## config.mk

```make
export PLATFORM = sky130hd
export DESIGN_NAME = pwm_audio_out
export DESIGN_NICKNAME = d
export VERILOG_FILES = /design/src/rtl/pwm_audio_out.sv
export SDC_FILE = /design/constraint.sdc
export NUM_CORES = 1
export LEC_CHECK = 0
export BUFFER_PORTS_ARGS = -buffer_cell sky130_fd_sc_hd__buf_4
export CAP_MARGIN = 15
export CORE_UTILIZATION = 40
export CTS_BUF_LIST = sky130_fd_sc_hd__clkbuf_8
export CTS_CLUSTER_DIAMETER = 80
export DETAILED_ROUTE_END_ITERATION = 10
export GPL_ROUTABILITY_DRIVEN = 0
export PLACE_DENSITY = 0.62
export SYNTH_ARGS = -nofsm -noshare
export SYNTH_HDL_FRONTEND = slang
export SYNTH_SLANG_ARGS = --single-unit
```

## constraint.sdc

```tcl
create_clock -name clk -period 7.6 [get_ports clk]
set_clock_uncertainty 0.1 [all_clocks]
set_input_delay 0.38 -clock clk [delete_from_list [all_inputs] [get_ports clk]]
set_output_delay 0.38 -clock clk [all_outputs]
set_load 0.01 [all_outputs]
```

## src/rtl/pwm_audio_out.sv

```systemverilog
// PWM output stage for the mixed audio sample: one sample latched per PWM
// period, with a duty-cycle ramp for click-free mute and unmute.
module pwm_audio_out #(
  parameter int unsigned PRESCALE  = 1,
  parameter int unsigned RAMP_STEP = 4
) (
  input  logic       clk,
  input  logic       nrst,
  input  logic [7:0] sample_in,
  input  logic       mute,
  output logic       pwm_out,
  output logic       sample_req,
  output logic [7:0] duty,
  output logic       muted
);

  localparam logic [1:0] ST_ACTIVE    = 2'd0;
  localparam logic [1:0] ST_RAMP_DOWN = 2'd1;
  localparam logic [1:0] ST_MUTED     = 2'd2;
  localparam logic [1:0] ST_RAMP_UP   = 2'd3;

  localparam logic [7:0] PRE_MAX = 8'(PRESCALE - 1);
  localparam logic [8:0] STEP9   = 9'(RAMP_STEP);

  logic [7:0] pre_cnt;
  logic [7:0] pwm_cnt;
  logic [1:0] state;
  logic [1:0] state_nxt;
  logic [7:0] duty_nxt;
  logic       tick;
  logic       boundary;

  logic [8:0] up_sum;
  logic       up_done;
  logic [7:0] up_val;
  logic [1:0] up_state;
  logic [7:0] down_val;
  logic [1:0] down_state;

  assign tick     = (pre_cnt == PRE_MAX);
  assign boundary = tick && (pwm_cnt == 8'd255);
  assign muted    = (state == ST_MUTED);

  // Ramp arithmetic is done in 9 bits so neither direction can wrap.
  assign up_sum     = {1'b0, duty} + STEP9;
  assign up_done    = (up_sum >= {1'b0, sample_in});
  assign up_val     = up_done ? sample_in : up_sum[7:0];
  assign up_state   = up_done ? ST_ACTIVE : ST_RAMP_UP;
  assign down_val   = ({1'b0, duty} > STEP9) ? 8'(({1'b0, duty} - STEP9)) : 8'd0;
  assign down_state = (down_val == 8'd0) ? ST_MUTED : ST_RAMP_DOWN;

  // Next duty/state, applied only at the period boundary.
  always_comb begin
    state_nxt = state;
    duty_nxt  = duty;
    case (state)
      ST_ACTIVE: begin
        if (mute) begin
          duty_nxt  = down_val;
          state_nxt = down_state;
        end else begin
          duty_nxt  = sample_in;
        end
      end
      ST_RAMP_DOWN, ST_RAMP_UP: begin
        if (mute) begin
          duty_nxt  = down_val;
          state_nxt = down_state;
        end else begin
          duty_nxt  = up_val;
          state_nxt = up_state;
        end
      end
      default: begin
        if (mute) begin
          duty_nxt  = 8'd0;
          state_nxt = ST_MUTED;
        end else begin
          duty_nxt  = up_val;
          state_nxt = up_state;
        end
      end
    endcase
  end

  always_ff @(posedge clk) begin
    if (!nrst) begin
      pre_cnt    <= 8'd0;
      pwm_cnt    <= 8'd0;
      duty       <= 8'd0;
      state      <= ST_MUTED;
      pwm_out    <= 1'b0;
      sample_req <= 1'b0;
    end else begin
      pre_cnt    <= tick ? 8'd0 : pre_cnt + 8'd1;
      if (tick) begin
        pwm_cnt <= pwm_cnt + 8'd1;
      end
      sample_req <= boundary;
      // Strict compare: duty 255 still leaves one low step per period.
      pwm_out    <= (pwm_cnt < duty);
      if (boundary) begin
        duty  <= duty_nxt;
        state <= state_nxt;
      end
    end
  end

endmodule

```

Yosys cells after proc, flatten, opt, wreduce, memory -nomap -nowiden
Cells that the tools add are included.
{ "word_totals": {"regBits": 28} }
{ "classes": {"n_addsub": 4, "magnitude_cmp": 3, "n_eq_ne": 5, "n_mux": 12, "bitwise": 1, "reduce_logical": 7} }
{ "ops": {"columns": ["cell", "count"], "rows": [
  ["8-bit two-way mux", 5],
  ["8-bit by 1-bit adder with 8-bit output (second input constant)", 2],
  ["8-bit zero test", 2],
  ["8-bit case mux with 2 select lines", 1],
  ["2-bit two-way mux", 5],
  ["8-bit by 3-bit adder with 9-bit output (second input constant)", 1],
  ["9-bit by 8-bit >= comparator with 1-bit output", 1],
  ["8-bit == test (second input constant)", 1],
  ["8-bit by 3-bit greater-than comparator with 1-bit output (second input constant)", 1],
  ["8-bit < comparator", 1],
  ["8-bit by 3-bit subtractor with 8-bit output (second input constant)", 1],
  ["2-bit == test (second input constant)", 2],
  ["2-bit case mux with 2 select lines", 1],
  ["2-bit OR reduction", 2],
  ["2-bit by 1-bit == test with 1-bit output (second input constant)", 1],
  ["2-bit zero test", 1],
  ["2-bit != test (second input constant)", 1],
  ["2-bit AND reduction", 1],
  ["1-bit logical AND", 1],
  ["1-bit NOT", 1]
]} }

Depth between registers and ports, before layout
{ "logic_depth": {"word_depth": 6, "mapped_depth": 13, "mapped_depth_nobuf": 11} }

Worst setup path before layout
No wires, ideal clock.
{ "synth_path": {"path_kind": "flip-flop to flip-flop", "startpoint": "register duty[4]", "endpoint": "register duty[2]", "setup_ps": 133, "arrival_ps": 2728, "setup_slack_ps": 4639, "stages_incl_launch_ff": 14, "cell_sequence": "dfxtp_1 -> clkbuf_1 -> nand3_1 -> nor3_1 -> xnor2_1 -> inv_1 -> ha_1 -> nand3_1 -> or2_2 -> o22ai_1 -> clkbuf_1 -> nor2_1 -> o311ai_1 -> a31oi_1"} }
{ "synth_via": {"elab_chain_cells": 5, "word_cells_on_any_way": 9} }
{ "synth_lines": {"columns": ["element", "line", "text"], "rows": [
  ["start, declared", "13", "output logic [7:0] duty,"],
  ["start signal, assigned", "103", "duty <= duty_nxt;"],
  ["8-bit by 3-bit adder with 9-bit output", "45", "assign up_sum = {1'b0, duty} + STEP9;"],
  ["9-bit by 8-bit >= comparator with 1-bit output", "46", "assign up_done = (up_sum >= {1'b0, sample_in});"],
  ["8-bit two-way mux", "47", "assign up_val = up_done ? sample_in : up_sum[7:0];"],
  ["8-bit two-way mux, on equally long branches", "75, 66", null],
  ["8-bit case mux with 2 select lines (*)", "56", "case (state)"]
]} }
Every way passes the cells marked *; elsewhere a longest branch is shown, timed or not.
A chain may end at the register's enable or synchronous reset.

Worst setup path in the final report
{ "layout_path": {"startpoint": "register duty[2]", "endpoint": "register duty[2]"} }
The elaborated chain is that of the path after synthesis.

==> impl_metrics.tcl <==
set metrics [dict create \
    detailed_place_hpwl_mm 3.86 \
    place_inst 336 \
    synth-warning-count 0 \
    p_switching_uw 62.5 \
    cts-root-buf "clkbuf_8" \
    fmax_mhz 299 \
    arrival_ns 3.39 \
    fillers 481 \
    whs_ns 0.228 \
    drv_slew 0 \
    synth_cells 258 \
    worst_slew_pin_slew_ns 1.16 \
    synthTopCellsByArea "dfxtp_1, ha_1, nor2_1" \
    fp.dieW_um 73.0 \
    synth_enable_flop_cells 0 \
    power_frac_comb_pct 9.0 \
    cts_buffers 3 \
    seq_area_frac_synth_pct 27.8 \
    ctsResizeCount 0 \
    stdcell_count 340 \
    drtIter0Drc 94 \
    synth.distinct_cells 46 \
    yosysTopAreaCellShare_pct 27.8 \
    drc 0 \
    track_usage_pct 19.8 \
    fin_crit_sh_pct 44.0 \
    synth_largest_area_cell "dfxtp_1" \
    cp-endpoint "duty[2]$_SDFFE_PN0P_" \
    detail_route.wl_per_cell_um 14.7 \
    power_frac_seq_pct 56.0 \
    cp_max_fo 12 \
    r2r-end "duty[2]$_SDFFE_PN0P_" \
    via_count 1896 \
    routed_wl_mm 5.00 \
    rsz0062_at_grt "false" \
    slowest_delay_ns 0.60 \
    syn_avg_cell_area_um2 7.82 \
    synth_flop_cell "dfxtp_1" \
    reg2reg_setup_slack_ns 4.26 \
    peakVddDrop_v 0.0000680 \
    hold_buffers 0 \
    crit_start "duty[2]$_SDFFE_PN0P_" \
    die_area_mm2 0.00533 \
    fp.coreArea_mm2 0.00479 \
    drt_pass1_iterations 4 \
    crit_type "flop to flop" \
    h-tree-depth 1 \
    path_cells "inv_1 -> nor3_1 -> xnor2_1 -> inv_1 -> ha_1 -> nand3_1 -> or2_2 -> o22ai_1 -> nor2_1 -> o311ai_1 -> a31oi_1" \
    grt_max_degree 18 \
    initial_core_util_pct 42.1 \
    port-buffer-count 21 \
    layout_min_cycle_time_ns 3.34 \
    rr_worst_depth 11 \
    power_density_mw_per_mm2 118 \
    maxCapViolCount 0 \
    p_int_uw 206 \
    fin_setup_tns_ns 0 \
    area_growth_pct 12.8 \
    crit_top_cell "inv_1" \
    grt_pass1_vias 1694 \
    netlist_area_mm2 0.00202 \
    antenna_found_initial 0 \
    synth-seq-cells 28 \
    synthesis.nets 290 \
    crit_path_start_kind "flop" \
    via_per_inst 5.58 \
    hp-class "primary input to flop" \
    slew_headroom_pct 21.6 \
    cp-end-kind "flop" \
    async_flop_share_pct 0 \
    clk_path_buf_depth 2 \
    swShare_pct 23.3 \
    hold_viol 0 \
    clock-sinks 28 \
    rows 25 \
    slowest_stage "o22ai_1" \
    worstReg2RegStart "duty[2]$_SDFFE_PN0P_" \
    ios 22 \
    outcome "finished, final reports clean" \
    layout.nets 306 \
    power_frac_clock_pct 34.9 \
    synthTopCellsByCount "nor2_1, dfxtp_1, inv_1" \
    ant_nets 0 \
    tritoncts "done" \
    worstPathRequired_ns 7.65 \
    p_leak_nw 0.958 \
    antenna_cells 0 \
    grt.overflow.total 0 \
    insertion_delay_ns 0.27 \
    drive_gt1_share_pct 11.0 \
    grt_pass1_wl_mm 8.16 \
    dieHeight_um 73.0 \
    yosysMostFrequentCell "nor2_1" \
    path_clk_slew_ns 0.10 \
    post_cts_buffers 0 \
    finalSetupViolCount 0 \
]
==> cell type report <==
| class | instances | area, um2 | share of cell area, % |
|---|---|---|---|
| sequential | 28 | 561 | 24.6 |
| tap | 67 | 83.8 | 3.69 |
| clock buffer | 4 | 55.1 | 2.42 |
| inverter | 22 | 82.6 | 3.63 |
| multi-input combinational | 198 | 1340 | 58.7 |
| timing repair buffer | 21 | 158 | 6.93 |
==> power by group through the flow <==
stage          combinational (mW)  sequential [mW]  clock, mW
6_report                   0.0243            0.150     0.0938
5_1_grt                    0.0274            0.151      0.103
4_1_cts                    0.0244            0.150     0.0972
3_5_place_dp               0.0242            0.154          0
3_3_place_gp               0.0241            0.154          0
2_1_floorplan              0.0144            0.154          0
==> stage by stage <==
step | worst slack [ns] | total power [mW] | area (um2) | util, %
floorplan | 4.64 | 0.168 | 2020 | -
global placement | 4.36 | 0.178 | 2220 | 46.4
detailed placement | 4.31 | 0.178 | 2220 | 46.4
CTS | 4.27 | 0.272 | 2270 | 47.5
global route | 3.92 | 0.282 | 2270 | 47.5
finish | 4.26 | 0.269 | 2270 | 47.5
==> flip-flops by register name, indices dropped and copies added, names as in the netlist <==
register,cells
state,2
pwm_out,1
duty,8
sample_req,1
pwm_cnt,8
pre_cnt,8
==> layer usage <==
layer | track usage, % | wire, um | part of all wire, % | vias up
met3 | 3.45 | 232 | 4.6 | 6
li1 | - | - | - | 967
met4 | 5.23 | 72 | 1.4 | 0
met2 | 31.2 | 2230 | 45 | 60
met5 | 0 | 0 | 0 | -
met1 | 27.6 | 2470 | 49 | 863
==> critical path, delay by kind of cell, from the launching register on <==
family                     cells  cell delay [ns]
DFF                            1             0.49
and+or+nand+nor                4             0.88
AOI/OAI and AO/OA              3             1.00
adders and majority gates      1             0.30
buffers and inverters          2             0.28
xor gates and xnor gates       1             0.17
==> cells by family after synthesis <==
group                    count (synthesis)  synth area share, %
AO/OA/AOI/OAI                           64                 21.3
flip-flops                              28                 27.8
buffers and inverters                   32                 6.02
XOR/XNOR                                17                 7.38
AND/OR/NAND/NOR                         96                 24.5
adder cells (fa/ha/maj)                 21                 13.0
==> placed cells by master, fill, tap and decap left out, types with 2 or more instances in the layout <==
master and n:
ha_1 21, nor3b_1 2, nand2b_1 3, o311a_1 2, inv_1 22, xnor2_1 6, nor4_1 4, nand3_1 14
a221oi_1 5, or2_2 2, buf_4 21, clkbuf_8 4, or3_1 7, nand4_1 7, nor2_1 29, dfxtp_1 28
nor3_1 5, a22o_1 2, xor2_1 11, and3_1 5, o21ai_0 16, a21oi_1 13, a31oi_1 6, a21o_1 4
nand2_1 12, a41oi_1 2
==> how the worst min path moves through the flow <==
stage	cells after the start	startpoint	end	slack (ns)
final	2	sample_in[1]	duty[1]$_SDFFE_PN0P_	0.23
after global routing	2	sample_in[1]	duty[1]$_SDFFE_PN0P_	0.21
after CTS	2	sample_in[1]	duty[1]$_SDFFE_PN0P_	0.22
after detailed placement	1	pre_cnt[0]$_SDFF_PP0_	pre_cnt[0]$_SDFF_PP0_	0.38
after global placement	1	pre_cnt[0]$_SDFF_PP0_	pre_cnt[0]$_SDFF_PP0_	0.38
after floorplan	1	pre_cnt[0]$_SDFF_PP0_	pre_cnt[0]$_SDFF_PP0_	0.35
Note: power is estimated with default switching activity, not from simulation.
